===== src/rtl/delay_steer_loader.sv =====
// Steering-frame loader: collects NUM_CH clamped delay words into a shadow bank and
// commits them to the delay-line bus together on the next sample_tick.
module delay_steer_loader #(
    parameter int NUM_CH    = 8,
    parameter int MAX_DELAY = 64,
    parameter int DW        = 32
) (
    input  logic                 clk,
    input  logic                 rst,
    input  logic                 sample_tick,
    input  logic                 cfg_valid,
    output logic                 cfg_ready,
    input  logic [DW-1:0]        cfg_data,
    input  logic                 cfg_last,
    output logic [NUM_CH*DW-1:0] delay_bus,
    output logic                 delay_update,
    output logic                 busy,
    output logic                 cfg_err,
    output logic                 clamp_sticky,
    input  logic                 clamp_clr
);

    localparam int IW = (NUM_CH > 1) ? $clog2(NUM_CH) : 1;
    localparam logic [IW-1:0] ZERO_IDX = {IW{1'b0}};
    localparam logic [IW-1:0] ONE_IDX  = IW'(1'b1);
    localparam logic [IW-1:0] LAST_IDX = IW'(NUM_CH - 1);
    localparam logic [DW-1:0] MAX_W    = DW'(MAX_DELAY);

    typedef enum logic [1:0] {
        IDLE  = 2'd0,
        LOAD  = 2'd1,
        DRAIN = 2'd2,
        PEND  = 2'd3
    } state_t;

    state_t                    state_q, state_d;
    logic [IW-1:0]             idx_q, idx_d;
    logic [NUM_CH-1:0][DW-1:0] shadow_q, shadow_d;
    logic [NUM_CH-1:0][DW-1:0] bus_q, bus_d;
    logic                      upd_q, upd_d;
    logic                      busy_q, busy_d;
    logic                      err_q, err_d;
    logic                      sticky_q, sticky_d;
    logic                      accept_s;
    logic                      over_s;
    logic [DW-1:0]             word_s;

    function automatic logic exceeds_max(input logic [DW-1:0] d);
        return (d > MAX_W);
    endfunction

    function automatic logic [DW-1:0] clamp_delay(input logic [DW-1:0] d);
        return exceeds_max(d) ? MAX_W : d;
    endfunction

    assign cfg_ready = (state_q != PEND);
    assign accept_s  = cfg_valid && cfg_ready;
    assign over_s    = exceeds_max(cfg_data);
    assign word_s    = clamp_delay(cfg_data);

    // Next-state, shadow-bank and output-pulse logic.
    always_comb begin
        state_d  = state_q;
        idx_d    = idx_q;
        shadow_d = shadow_q;
        bus_d    = bus_q;
        upd_d    = 1'b0;
        err_d    = 1'b0;

        case (state_q)
            IDLE: begin
                if (accept_s) begin
                    if (cfg_last) begin
                        err_d = 1'b1;
                        idx_d = ZERO_IDX;
                    end else begin
                        shadow_d[0] = word_s;
                        idx_d       = ONE_IDX;
                        state_d     = LOAD;
                    end
                end else begin
                    idx_d = ZERO_IDX;
                end
            end
            LOAD: begin
                if (accept_s) begin
                    shadow_d[idx_q] = word_s;
                    if (idx_q == LAST_IDX) begin
                        idx_d = ZERO_IDX;
                        if (cfg_last) begin
                            state_d = PEND;
                        end else begin
                            err_d   = 1'b1;
                            state_d = DRAIN;
                        end
                    end else if (cfg_last) begin
                        err_d   = 1'b1;
                        idx_d   = ZERO_IDX;
                        state_d = IDLE;
                    end else begin
                        idx_d = idx_q + ONE_IDX;
                    end
                end else begin
                    state_d = LOAD;
                end
            end
            DRAIN: begin
                if (accept_s && cfg_last) begin
                    state_d = IDLE;
                end else begin
                    state_d = DRAIN;
                end
            end
            PEND: begin
                // Only a tick seen while already pending commits the bank.
                if (sample_tick) begin
                    bus_d   = shadow_q;
                    upd_d   = 1'b1;
                    idx_d   = ZERO_IDX;
                    state_d = IDLE;
                end else begin
                    state_d = PEND;
                end
            end
            default: begin
                state_d = IDLE;
                idx_d   = ZERO_IDX;
            end
        endcase

        if (accept_s && over_s) begin
            sticky_d = 1'b1;
        end else if (clamp_clr) begin
            sticky_d = 1'b0;
        end else begin
            sticky_d = sticky_q;
        end

        busy_d = (state_d != IDLE);
    end

    // State and registered outputs; async reset clears the active bus at once.
    always_ff @(posedge clk or posedge rst) begin
        if (rst) begin
            state_q  <= IDLE;
            idx_q    <= ZERO_IDX;
            shadow_q <= '0;
            bus_q    <= '0;
            upd_q    <= 1'b0;
            busy_q   <= 1'b0;
            err_q    <= 1'b0;
            sticky_q <= 1'b0;
        end else begin
            state_q  <= state_d;
            idx_q    <= idx_d;
            shadow_q <= shadow_d;
            bus_q    <= bus_d;
            upd_q    <= upd_d;
            busy_q   <= busy_d;
            err_q    <= err_d;
            sticky_q <= sticky_d;
        end
    end

    assign delay_bus    = bus_q;
    assign delay_update = upd_q;
    assign busy         = busy_q;
    assign cfg_err      = err_q;
    assign clamp_sticky = sticky_q;

endmodule


===== config.mk =====
export PLATFORM = sky130hd
export DESIGN_NAME = delay_steer_loader
export DESIGN_NICKNAME = d
export VERILOG_FILES = /design/src/rtl/delay_steer_loader.sv
export SDC_FILE = /design/constraint.sdc
export NUM_CORES = 1
export LEC_CHECK = 0
export ABC_CLOCK_PERIOD_IN_PS = 19750
export CORE_MARGIN = 8
export CORE_UTILIZATION = 45
export CTS_CLUSTER_DIAMETER = 50
export DETAILED_ROUTE_END_ITERATION = 7
export PLACE_DENSITY = 0.79
export SETUP_SLACK_MARGIN = 0.5
export SYNTH_ARGS = -nofsm -noshare
export SYNTH_HDL_FRONTEND = slang
export SYNTH_SLANG_ARGS = --single-unit

===== constraint.sdc =====
create_clock -name clk -period 19.75 [get_ports clk]
set_input_delay 1.975 -clock clk [delete_from_list [all_inputs] [get_ports clk]]
set_output_delay 1.975 -clock clk [all_outputs]
set_load 0.02 [all_outputs]

* After elaboration in Yosys (flattened, before gate mapping)
Index checks and enable logic that the tools add are counted.
** Word-level totals
- Bits in registers :: 521
- Bits of input ports :: 38
- Output and inout bits :: 261
** Cells by class
- $add $sub $neg :: 1
- $lt $le $gt $ge :: 3
- Equal/unequal tests :: 9
- Muxes and demuxes :: 34
- Reductions and logical operators :: 13
** Operators with widths (number)
- $bwmux 256 :: 1
- $mux 32 :: 5
- $demux 32 s3 :: 1
- $pmux 32 s2 :: 1
- $gt 32x7->1 const B :: 1
- $mux 3 :: 5
- $mux 2 :: 7
- $mux 1 :: 11
- $ne 2x2->1 const B :: 5
- $pmux 3 s3 :: 1
- $pmux 2 s4 :: 1
- $reduce_bool 2->1 :: 3
- $eq 2x2->1 const B :: 2
- $logic_and 1x1->1 :: 4
- $lt 3x4->1 const B :: 1
- $reduce_and 2->1 :: 2
- $reduce_and 4->1 :: 1
- $add 3x1->3 const B :: 1
- $eq 3x3->1 const B :: 1
- $ge 3x1->1 const B :: 1
- $reduce_and 3->1 :: 1
- $reduce_bool 3->1 :: 1
- $eq 2x1->1 const B :: 1
- $logic_not 2->1 :: 1
- $pmux 1 s2 :: 1

* Logic depth before layout (Yosys ltp)
Gate-level depths: netlist (run 1).
- Word-level depth :: 7
- Depth in mapped cells :: 7
- Gate-level depth less buffers :: 6

* Worst setup path before layout (run 1)
No wires, ideal clock.
- Path type :: input-to-reg
- From :: input cfg_data[0]
- To :: register sticky_q (netlist: clamp_sticky)
- Library setup time :: 0.122 ns
- Arrival time :: 3.006 ns
- Data required time :: 19.628 ns
- Setup slack :: 16.622 ns
- Stages on the path :: 4
- Buffers on the path :: 0
- Cell sequence :: or4_1 -> o31ai_1 -> nand3_1 -> a32o_1
** On the way
- Word-level cells in the longest chain between the ends :: 3
- Elaborated cells on any way between the ends :: 4
** Ends and longest elaborated chain
- start: declaration :: line 13 : input logic [DW-1:0] cfg_data,
- $gt 32x7->1 (*) :: line 49 : return (d > MAX_W);
- $logic_and 1x1->1 (*) :: line 131 : if (accept_s && over_s) begin
- $mux 1 / $reduce_bool 2->1 (equally long branches)
- end signal: assignment :: line 161 : sticky_q <= sticky_d;
- end: declaration :: line 43 : logic sticky_q, sticky_d;
Every way passes the cells marked *; elsewhere a longest branch is shown, timed or not.
A chain may end at the register's enable or synchronous reset.

==> run metrics, run 1 <==
die height=219 um; Mean Syn Cell Area=10.5 um2; CP arrival=4.85 ns; Post-Syn Nets=1808; most frequent cells after synthesis=833 x nand2_1, 521 x dfrtp_1, 201 x and2_1; area leader, netlist=dfrtp_1; Mapped Cells=1768; vias in the first global route=13027; MaxCap Viol Count=0; status=finished clean; Max-Slew Margin vs Limit=0.161; first drt pass iteration count=5; register bit total from synthesis=521; post-synth cell types=36; I/O pin cnt=299; Routed wire per std cell=17.0 um; worst slew pin tran=1.26 ns; total CTS buffers=53; layout cells sized above 1=0.0453; most frequent cell on the critical path=buf_4; EDFF count, synth=0; setup TNS=0 ns; routability cong.=0.757; CP Launch Type=input port; H-tree levels=2; top-area cell type share of the netlist area=0.703; Final Power=0.00210 W; ANT nets after route=0; Crit Path Max Fanout=133; Setup Crit Path Kind=in -> async; Final period util=0.214; CTS root buffer=clkbuf_16; Core Area=40700 um2; Post-synth ARST share=1.00; CTS Sinks=521; most frequent cell after synthesis=nand2_1; CP Cell Sequence=clkdlybuf4s50_1 > inv_8 > buf_4 > buf_4; Power Density=89.3 nW/um2; first-pass GRT wire length=71.3 mm; crit path capture type=async pin; Largest stage delay, worst path=0.85 ns; TritonCTS clock tree=done; die area=48000 um2; worst path buffer plus inverter count=4; synth top area cells=dfrtp_1 70%, nand2_1 17%, and2_1 6.8%, o21ai_0 1.5%, clkbuf_1 0.79%; DR vias=12717; total gr overflow=0; synth warn=0; final hold violation count=0; Initial Util=0.455; fillers=3372; synthesized area=18500 um2; FMAX=237 MHz; Total Routing Usage GR=0.186; dominant synthesized flop cell=dfrtp_1; Row Count=74; post-layout minimum cycle time=4.22 ns; Via density=4.88; RSZ-0062 raised after global routing=no; Setup Fix Bufs, Post-CTS=0; hold crit path type=reg -> reg; Max Transition Viols Final=0; clock skew=0.0146 ns; Die Width=219 um; Seq/Total Area, Yosys=0.703; Routed WL=44.3 mm; Longest Clk Path Bufs=3; Worst EP required=20.38 ns; post-cts resize count=0; P&R area growth vs syn=27.0%; Peak VDD IR=0.0714 mV; drt drc=0; slowest CP cell=buf_4; hold buffers post-CTS=0; insertion delay to the later sink of the worst-skew pair=0.58 ns; Leak=12.2 nW; DRT iter0 DRCs=1029; Worst path top cell family by delay=buffers and inverters; Final setup viols=0; # nets final=2075; Clock Pin Slew Worst Setup and Hold Paths=0.06 ns; DP HPWL=27.2 mm; pin count of the biggest net entering global routing=258; initial antenna violation count=1; port bufs=298
## layout by cell type (no fill, tap or decap), types with 3 or more instances in the layout
master	synthesis	routed
a21oi_1	3	3
and2_1	201	201
buf_4	11	6
clkbuf_1	39	12
clkbuf_16	0	55
clkbuf_8	0	13
clkdlybuf4s50_1	0	298
clkinv_2	0	7
dfrtp_1	521	521
inv_1	7	6
inv_8	0	3
nand2_1	833	833
nand3_1	12	11
nor2_1	3	3
nor2b_1	5	5
nor4_1	6	6
o21ai_0	56	55
o21ai_1	4	4
## kinds of logic after synthesis
logic type,after synthesis,synth area share
adder cells (fa/ha/maj),2,0.00135
flip-flops,521,0.703
buffers and inverters,101,0.0258
AO/OA/AOI/OAI,70,0.0200
XOR/XNOR,1,0.000472
AND/OR/NAND/NOR,1073,0.249
## flip-flops by register name, indices dropped and copies added (netlist names)
signal,count
state_q,2
clamp_sticky,1
delay_bus,256
busy,1
delay_update,1
cfg_err,1
idx_q,3
shadow_q,256
## final timing paths
kind | startpoint | cells after the start | endpoint | slack, ns
worst max register to register | state_q[0] | 5 | delay_bus[210] | 17.11
min in group asynchronous | rst | 2 | delay_bus[20] | 2.00
worst min register to register | shadow_q[169] | 2 | delay_bus[169] | 0.45
max in group clk | cfg_valid | 4 | shadow_q[42] | 15.76
worst min-delay path | shadow_q[169] | 2 | delay_bus[169] | 0.45
worst max-delay path | rst | 4 | delay_bus[193] | 15.53
## routing by layer
metal / up-vias / GRT usage / share of wire
li1: 5949 / - / -
met1: 6340 / 0.245 / 0.42
met2: 352 / 0.295 / 0.47
met3: 76 / 0.0456 / 0.070
met4: 0 / 0.0765 / 0.033
met5: - / 0 / 0
## tightest hold or removal path: stages, from the launching register on
cell and delay, ns:
dfrtp_1 0.33, nand2_1 0.05, nand2_1 0.04
## per-stage QoR
step	utilization	cells	instance area [um2]	setup WS (ns)	hold WS (ns)
2_1_floorplan	-	1768	18500	3.22	0.430
5_1_grt	0.578	2606	23600	15.07	0.481
3_5_place_dp	0.536	2512	21900	14.78	0.440
3_3_place_gp	0.536	2512	21900	14.86	0.442
4_1_cts	0.578	2605	23600	15.45	0.450
6_report	0.578	2606	23600	15.53	0.449
## area by class of cell
| class | count | area [um2] | area share |
|---|---|---|---|
| Timing Repair Buffer | 305 | 3050 | 0.129 |
| Sequential cell | 521 | 13000 | 0.553 |
| Multi-Input combinational cell | 1146 | 5060 | 0.215 |
| Clock buffer | 80 | 1600 | 0.0679 |
| Tap cell | 532 | 666 | 0.0282 |
| Antenna cell | 1 | 2.50 | 0.000106 |
| Inverter | 8 | 45.0 | 0.00191 |
| Clock inverter | 13 | 109 | 0.00462 |
## where the power goes
group          internal (W)  total [W]  switching [W]
clock network      0.000571   0.000975       0.000404
logic             0.0000137  0.0000493      0.0000356
registers           0.00107    0.00108     0.00000541
(Power assumes the default switching activity.)
==> run 2, diff against run 1 <==
Settings changed: ABC_CLOCK_PERIOD_IN_PS 19750 to 3500, PLACE_DENSITY 0.79 to 0.82.
Clock period 19.75 ns to 3.5 ns, I/O delays scaled along.
==> run 2 against run 1 <==
  * Sequential share of layout area is 0.71 points lower
  * Cell count is 0.69% higher
  * Clock power rose to 6.0 times the previous value
  * Final area is 1.3% higher
  * Wire length up 2.7%
  * Global-route usage rose by 0.53 points
==> run metrics, run 2 (synthesized netlist as in run 1, its figures left out) <==
I/O pin cnt=299 (unchanged); Max Transition Viols Final=0 (unchanged); Initial Util=0.455 (unchanged); Leak=12.4 nW (+1.3%); post-cts resize count=0 (unchanged); initial antenna violation count=1 (unchanged); Setup WS pre-CTS=0.672 ns (-14.11 ns); drt drc=0 (unchanged); Post-Route Utilization=0.586 (+0.00756); Total Routing Usage GR=0.191 (+0.00527); most common cell after layout, fill and taps aside=nand2_1; ANT nets after route=0 (unchanged); Max-Slew Margin vs Limit=0.162 (+0.000712); register-to-register setup slack=0.99 ns (-16.12 ns); fillers=3354 (-0.53%); FF-to-FF path depth=5 (unchanged); insertion delay to the later sink of the worst-skew pair=0.58 ns (about the same); vias in the first global route=13291 (+2.0%); DR vias=12740 (+0.18%); RSZ-0062 raised after global routing=no; met2 routed WL=21.3 mm (+1.1%); first-pass GRT wire length=73.7 mm (+3.3%); post-layout minimum cycle time=2.51 ns; final hold violation count=0 (unchanged); DP HPWL=29.0 mm (+6.6%); Final period util=0.716; Hold WS=0.229 ns (-0.220 ns); MaxCap Viol Count=0 (unchanged); Setup Crit Path Kind=reg -> reg; CP Launch Type=flop; FMAX=399 MHz; Routed wire per std cell=17.3 um (+2.0%); routability cong.=0.789 (+4.1%); CTS root buffer=clkbuf_16; worst slew pin tran=1.26 ns (+0.00245 ns); Row Count=74 (unchanged); CP Cell Sequence=nand3_4 > buf_12 > o21ai_0 > nand3_1 > o21ai_0; TritonCTS clock tree=done; multi-input logic area=5050 um2 (-0.15%); Largest stage delay, worst path=0.70 ns (-0.15 ns); H-tree levels=2 (unchanged); Peak VDD IR=0.419 mV (+490%); Die Width=219 um (unchanged); sequential cell area=13000 um2 (unchanged); total CTS buffers=54 (+1.9%); # nets final=2091 (+0.77%); fin worst setup slack=0.994 ns (-14.53 ns); port bufs=298 (unchanged); top routing layer used=met5; commonest cells after routing, fill and taps aside=833 x nand2_1, 521 x dfrtp_1, 298 x clkdlybuf4s50_1, 201 x and2_1; hold buffers post-CTS=0 (unchanged); die area=48000 um2 (unchanged); clock skew=0.0183 ns (+0.00370 ns); Longest Clk Path Bufs=3 (unchanged); Via density=4.86 (-0.51%); metal1 wirelength=19.2 mm (+2.6%); die height=219 um (unchanged); Met3 Wirelength=3.64 mm (+18%); Routed WL=45.5 mm (+2.7%); RR Startpoint=state_q[0]; pin count of the biggest net entering global routing=258 (unchanged); first drt pass iteration count=5 (unchanged); Final setup viols=0 (unchanged); total gr overflow=0 (unchanged); Clock Pin Slew Worst Setup and Hold Paths=0.06 ns (about the same); Setup Fix Bufs, Post-CTS=0 (unchanged); Crit Path Max Fanout=257 (+93%); CTS Sinks=521 (unchanged); DRT iter0 DRCs=1100 (+6.9%); CP arrival=2.94 ns (-1.91 ns); Worst EP required=3.93 ns (-16.45 ns); P&R area growth vs syn=28.7%; most frequent cell on the critical path=o21ai_0; slowest CP cell=buf_12; status=finished clean; crit path capture type=flop; Core Area=40700 um2 (unchanged); layout cells sized above 1=0.0559 (+0.0106); hold crit path type=in -> async; ant diodes=0 (-1); Reg-to-Reg End=idx_q[1]; Power Density=513 nW/um2 (+470%)
## run 2: changes by cell type in the layout (fill, tap and decap cells not counted)
cell        change
o21ai_4         -1
buf_4           +9
clkinvlp_4      +1
clkinv_4        +1
buf_12          +6
clkbuf_1        -4
bufinv_16       +3
inv_8           -1
clkbuf_8        +3
inv_6           +1
o21ai_2         +1
diode_2         -1
## run 2: how the worst max path moves through the flow
stage	slack [ns]	to	start	cells past startpoint
floorplan	-3.93	busy	rst	1
finish	0.99	idx_q[1]	state_q[0]	5
detailed placement	0.67	idx_q[1]	sample_tick	6
CTS	0.97	idx_q[1]	state_q[0]	5
global route	0.70	idx_q[1]	state_q[0]	5
global placement	0.74	idx_q[1]	sample_tick	6
## run 2: layer usage
metal,vias up,track usage
li1,5996,-
met3,87,0.0527
met4,2,0.0643
met1,6294,0.251
met5,-,0
met2,361,0.306
## run 2: stage by stage
stage / setup TNS (ns) / instances / power (W) / area [um2]
2_1_floorplan: -2046.60 / 1768 / 0.00637 / 18600
3_3_place_gp: 0 / 2527 / 0.00650 / 22000
3_5_place_dp: 0 / 2527 / 0.00652 / 22000
4_1_cts: 0 / 2624 / 0.0124 / 23900
5_1_grt: 0 / 2624 / 0.0127 / 23900
6_report: 0 / 2624 / 0.0122 / 23900
## run 2: where the power goes
part	leakage [nW]	internal, W	switching (W)	total [W]
Clock	0.910	0.00351	0.00233	0.00585
Combinational	4.19	0.0000927	0.000209	0.000302
Sequential	7.26	0.00606	0.0000335	0.00609
## run 2: final cells by class
type                    instances  area share
repair buffers                320       0.136
inverters                       8     0.00173
clock buffers                  79      0.0681
multi-input cells            1146       0.211
well taps                     532      0.0279
flip-flops and latches        521       0.546
clock inverters                18     0.00907
## run 2: worst max-delay path: cells and delay by family, from the launching register on
family,cells,cell delay (ns)
simple gates,2,0.40
flops,1,0.53
buf+inv,1,0.70
compound gates,2,0.59
